File: src/rtl/sr_ctrl_pkg.sv
// Shared definitions for the SR-flop request arbiter: FSM states, flop command
// encodings and the gap-counter width.
package sr_ctrl_pkg;

  typedef enum logic [2:0] {
    IDLE,
    ISSUE,
    CHECK,
    ACK,
    GAP
  } sr_state_e;

  // Bit 1 drives the flop's s input, bit 0 drives r.
  typedef enum logic [1:0] {
    HOLD    = 2'b00,
    RESET   = 2'b01,
    SET     = 2'b10,
    INVALID = 2'b11
  } sr_cmd_e;

  localparam int GAP_W = 4;

  function automatic sr_cmd_e cmd_for(input logic dir);
    return dir ? SET : RESET;
  endfunction

endpackage

File: src/rtl/rr_arbiter.sv
// Combinational N-way round-robin picker: first asserted request at or after
// ptr, wrapping modulo N.
module rr_arbiter #(
  parameter int N = 4
) (
  input  logic [N-1:0]         req,
  input  logic [$clog2(N)-1:0] ptr,
  output logic [N-1:0]         grant,
  output logic                 valid,
  output logic [$clog2(N)-1:0] grant_idx
);

  localparam int PW = $clog2(N);

  logic [PW:0]   sum_reg_free [N];
  logic [PW-1:0] slot [N];
  logic [N-1:0]  hit;

  // slot[gi] is the requester index examined at priority position gi.
  generate
    for (genvar gi = 0; gi < N; gi++) begin : g_slot
      assign sum_reg_free[gi] = {1'b0, ptr} + (PW + 1)'(gi);
      assign slot[gi] = (sum_reg_free[gi] >= (PW + 1)'(N))
                      ? PW'(sum_reg_free[gi] - (PW + 1)'(N))
                      : sum_reg_free[gi][PW-1:0];
      assign hit[gi] = req[slot[gi]];
    end
  endgenerate

  always_comb begin
    valid     = 1'b0;
    grant_idx = '0;
    grant     = '0;
    // Scan from lowest priority upward so the nearest hit wins.
    for (int k = N - 1; k >= 0; k--) begin
      if (hit[k]) begin
        valid     = 1'b1;
        grant_idx = slot[k];
      end
    end
    grant[grant_idx] = valid;
  end

endmodule

File: src/rtl/sr_req_arbiter.sv
// Round-robin front end for one shared SR flop: issues single-cycle legal s/r
// pulses, verifies q, acknowledges the winner and enforces an idle gap.
module sr_req_arbiter
  import sr_ctrl_pkg::*;
#(
  parameter int N_REQ   = 4,
  parameter int MIN_GAP = 2
) (
  input  logic             clk,
  input  logic             rst_n,
  input  logic [N_REQ-1:0] set_req,
  input  logic [N_REQ-1:0] clr_req,
  output logic [N_REQ-1:0] ack,
  output logic             s_out,
  output logic             r_out,
  input  logic             q_in,
  output logic             busy,
  output logic [N_REQ-1:0] illegal_err,
  output logic             mismatch_err
);

  localparam int PW = $clog2(N_REQ);
  localparam logic [GAP_W-1:0] GAP_LOAD = (MIN_GAP > 0) ? GAP_W'(MIN_GAP - 1) : '0;
  localparam sr_state_e AFTER_OP = (MIN_GAP > 0) ? GAP : IDLE;

  logic [N_REQ-1:0] valid_req;
  logic [N_REQ-1:0] both_req;
  logic [N_REQ-1:0] arb_grant;
  logic [N_REQ-1:0] grant_oh;
  logic             arb_valid;
  logic [PW-1:0]    arb_idx;
  logic             win_dir;

  sr_state_e        state_reg;
  sr_cmd_e          cmd_reg;
  logic [PW-1:0]    ptr_reg;
  logic [PW-1:0]    grant_reg;
  logic             dir_reg;
  logic [GAP_W-1:0] gap_reg;
  logic [N_REQ-1:0] ack_reg;
  logic [N_REQ-1:0] illegal_reg;
  logic             mismatch_reg;

  // A requester asking for both set and clear is excluded from arbitration.
  generate
    for (genvar gi = 0; gi < N_REQ; gi++) begin : g_req
      assign valid_req[gi] = set_req[gi] ^ clr_req[gi];
      assign both_req[gi]  = set_req[gi] & clr_req[gi];
      assign grant_oh[gi]  = (grant_reg == PW'(gi));
    end
  endgenerate

  rr_arbiter #(
    .N (N_REQ)
  ) u_rr (
    .req       (valid_req),
    .ptr       (ptr_reg),
    .grant     (arb_grant),
    .valid     (arb_valid),
    .grant_idx (arb_idx)
  );

  assign win_dir = set_req[arb_idx];

  function automatic logic [PW-1:0] ptr_after(input logic [PW-1:0] idx);
    return (idx == PW'(N_REQ - 1)) ? '0 : idx + PW'(1);
  endfunction

  always_ff @(posedge clk) begin
    if (!rst_n) begin
      state_reg    <= IDLE;
      cmd_reg      <= HOLD;
      ptr_reg      <= '0;
      grant_reg    <= '0;
      dir_reg      <= 1'b0;
      gap_reg      <= '0;
      ack_reg      <= '0;
      illegal_reg  <= '0;
      mismatch_reg <= 1'b0;
    end else begin
      cmd_reg <= HOLD;
      ack_reg <= '0;
      case (state_reg)
        IDLE: begin
          illegal_reg <= illegal_reg | both_req;
          if (arb_valid) begin
            grant_reg <= arb_idx;
            dir_reg   <= win_dir;
            if (win_dir == q_in) begin
              // Flop already holds the requested value: acknowledge without a pulse.
              state_reg <= ACK;
              ack_reg   <= arb_grant;
              ptr_reg   <= ptr_after(arb_idx);
            end else begin
              state_reg <= ISSUE;
              cmd_reg   <= cmd_for(win_dir);
            end
          end
        end
        ISSUE: state_reg <= CHECK;
        CHECK: begin
          ptr_reg <= ptr_after(grant_reg);
          if (q_in == dir_reg) begin
            state_reg <= ACK;
            ack_reg   <= grant_oh;
          end else begin
            // Request stays pending; pointer still advances so others get a turn.
            mismatch_reg <= 1'b1;
            state_reg    <= AFTER_OP;
            gap_reg      <= GAP_LOAD;
          end
        end
        ACK: begin
          state_reg <= AFTER_OP;
          gap_reg   <= GAP_LOAD;
        end
        GAP: begin
          if (gap_reg == '0) state_reg <= IDLE;
          else               gap_reg   <= gap_reg - GAP_W'(1);
        end
        default: state_reg <= IDLE;
      endcase
    end
  end

  assign ack          = ack_reg;
  assign s_out        = cmd_reg[1];
  assign r_out        = cmd_reg[0];
  assign busy         = (state_reg != IDLE);
  assign illegal_err  = illegal_reg;
  assign mismatch_err = mismatch_reg;

endmodule

File: config.mk
export PLATFORM = sky130hd
export DESIGN_NAME = sr_req_arbiter
export DESIGN_NICKNAME = d
export VERILOG_FILES = /design/src/rtl/sr_ctrl_pkg.sv /design/src/rtl/rr_arbiter.sv /design/src/rtl/sr_req_arbiter.sv
export SDC_FILE = /design/constraint.sdc
export NUM_CORES = 1
export LEC_CHECK = 0
export ABC_AREA = 1
export BUFFER_PORTS_ARGS = -buffer_cell sky130_fd_sc_hd__clkbuf_2
export CAP_MARGIN = 20
export CORE_AREA = 2 2 52 54
export CTS_BUF_LIST = sky130_fd_sc_hd__clkbuf_4 sky130_fd_sc_hd__clkbuf_8
export CTS_CLUSTER_SIZE = 8
export DETAILED_ROUTE_END_ITERATION = 12
export DIE_AREA = 0 0 54 56
export MAX_ROUTING_LAYER = met4
export PLACE_DENSITY = 0.88
export REMOVE_ABC_BUFFERS = 1
export SYNTH_ARGS = -nofsm -noshare
export SYNTH_HDL_FRONTEND = slang
export SYNTH_SLANG_ARGS = --single-unit
File: constraint.sdc
create_clock -name clk -period 3.51 [get_ports clk]
set_clock_uncertainty 0.2 [all_clocks]
set_input_delay 0.351 -clock clk [delete_from_list [all_inputs] [get_ports clk]]
set_output_delay 0.351 -clock clk [all_outputs]
set_load 0.01 [all_outputs]
==> results.md <==
* Max VDD drop at 0.552 mV
* Row count at 18
* Total GRT Usage at 22.6%
* Setup WS pre-CTS at 1.03 ns
* Hold Slack at 0.143 ns
* First-pass GRT wire length at 5150 microns
* RSZ-0062 raised after global routing: false
* Sequential element share of the synthesized area at 31.1%
* Fin crit share at 66.3%
* IO Count at 23
* Antenna diodes at 0
* Most frequent cells in the layout: nand2_1 (45), inv_1 (31), dfxtp_1 (23), clkbuf_2 (22), a21oi_1 (17)
* Synth Area in Compound Gates at 12.1%
* Resized cells post-CTS at 0
* Leading cell type in the layout, fill and taps excluded: nand2_1
* CTS tree: built
* PD cells at 875 mW/mm^2
* Antenna Nets Post-Route at 0
* #FFs+latches synth at 23
* Crit Path Max Fanout at 11
* Mux cell area share after synthesis at 0%
* Remaining global-route overflow at 0
* Placed inst area at 0.00160 sq mm
* Clock-pin transition on the worst setup and hold timing paths at 0.14 ns
* Final worst slack at 1.18 ns
* F_max at 0.430 GHz
* CP Class: reg2reg
* GP Congestion at 0.885
* Reg2reg setup slack at 1.18 ns
* Overall power at 0.00143 W
* Crit path top cell by count: nand2_2
* Hold crit path type: in2reg
* Simple-gate share of the synthesized area at 34.6%
* Total number of yosys warnings at 0
* Synth top area share at 31.1%
* DR vias at 1335
* Worst slew pin tran at 0.643 ns
* Critical Path Sink Type: flop
* Fillcell total at 213
* Adder-cell share of the synthesized area at 11.0%
* Area Growth Syn to Fin at 9.97%
* Hold buffer count at cts at 0
* Die H at 56 microns
* Startpoint types: flop
* Sink Count at 23
* Port buffer count at 22
* H-tree depth at 1
* MaxCap Viol Count at 0
* Post-DP HPWL at 2290 microns
* Cell-by-cell trace of the critical path: inv_4 > nand2_2 > nand2_1 > nand2_2 > nand3_2 > a2111oi_1 > nor2_1 > o21ai_0 > a21oi_1
* Syn avg cell area at 7.12 sq um
* Initial Util at 60.9%
* Final setup fails at 0
* Main combinational cell family by area after synthesis: simple AND/OR/NAND/NOR gates
* Final Hold Viols at 0
* Avg WL per Cell at 11.3 microns
* Synthesized area at 0.00148 sq mm
* Slowest stage delay, CP at 0.58 ns
* Gate Count Post-Synth at 208
* Setup_tns at 0 ns
* Setup bufs post-CTS at 0
* Full die area at 0.00302 sq mm
* Final instance area at 0.00163 sq mm
* Initial antenna violation count at 0
* XOR/XNOR Fraction of Synth Area at 0.591%
* Largest net degree at the start of global routing at 14
* Critical-path top delay cell: dfxtp_1
* Synth area leader: dfxtp_1
* Vias in the first global route at 1229
* Final Max Slew Viols at 0
* Die Width at 54 microns
* Clock Path Buffers at 2
* TritonCTS buffer count at 3
* Pre-antenna DRT Iters at 4
* Leak at 0.817 nW
* Synth area leaders: dfxtp_1 (31%), nand2_1 (11%), ha_1 (11%)
* Status: finished clean
* Clock Latency Late Sink at 0.32 ns
* Layout cell share with drive strength beyond 1 at 23.0%
* Overall routed net length at 2950 microns
* Rel. slew slack at 57.0%
* Iter 0 DRT Violations at 31
* Clk root buf: clkbuf_4
* Post-DR vias/cell at 5.13
* # nets final at 255
* Minimum clock period at 2.33 ns
* Area of the core at 0.00243 sq mm
* CP arrival at 2.32 ns
* Drc violations at 0
* Cell variety after synth at 29
* Critical Path RT at 3.50 ns
==> final timing paths <==
kind / endpoint / start / cells past startpoint
min: ptr_reg[0] / rst_n / 3
max reg2reg: grant_reg[0] / ptr_reg[0] / 9
min reg2reg: illegal_err[0] / illegal_err[0] / 2
max: grant_reg[0] / ptr_reg[0] / 9
==> per-layer routing <==
| metal | share of wire (%) | vias to the layer above | global-route usage [%] |
|---|---|---|---|
| met5 | 0 | - | - |
| li1 | - | 718 | - |
| met4 | 1.3 | 0 | 6.79 |
| met1 | 50 | 591 | 29.9 |
| met2 | 46 | 22 | 35.7 |
| met3 | 2.8 | 4 | 2.69 |
==> cell type report <==
type,instances,area (sq um),area share (%)
flip-flops and latches,23,460,28.3
repair buffers,22,110,6.76
multi-input cells,147,863,53.0
inverters,34,130,7.99
clock buffers,3,22.5,1.38
clock inverters,1,5.00,0.307
well taps,30,37.5,2.30
==> power breakdown <==
part           leakage, nW  internal, W  switching (W)  total, W
Clock               0.0177    0.0000427      0.0000872  0.000130
Sequential           0.189     0.000343      0.0000678  0.000411
Combinational        0.610     0.000307       0.000578  0.000885
==> metrics by stage <==
stage / instances / utilization [%]
3_5_place_dp: 256 / 65.8
5_1_grt: 260 / 67.0
6_report: 260 / 67.0
3_3_place_gp: 256 / 65.8
2_1_floorplan: 204 / -
4_1_cts: 260 / 67.0
==> worst max-delay path: cells and delay by family, from the launching register on <==
family	cells	cell delay [ns]
buffers and inverters	1	0.11
AO/OA/AOI/OAI	3	0.66
flip-flops	1	0.58
AND/OR/NAND/NOR	5	0.64
==> logic make-up (layout without fill, tap and decap cells) <==
kind of cell,count (synthesis),after routing
AO/OA/AOI/OAI,30,30
XOR/XNOR,1,1
adder cells (fa/ha/maj),13,13
buffers and inverters,38,60
flip-flops,23,23
AND/OR/NAND/NOR,103,103
==> synthesized netlist by cell type <==
library cell	n
dfxtp_1	23
inv_4	1
a21boi_2	1
buf_6	1
xnor2_1	1
o21ai_2	1
nand3_2	9
nand2_2	11
buf_2	1
nor2_1	15
clkbuf_1	1
inv_1	31
nand4_1	5
inv_2	2
nand2_1	45
o21ai_0	2
a21oi_1	17
nor3_1	6
nor2_2	1
o22ai_1	1
ha_1	13
nand2_4	1
o21ai_1	1
a31oi_1	2
buf_4	1
nand3_1	10
o211ai_1	3
a211oi_1	1
a2111oi_1	1
(Power assumes the default switching activity.)
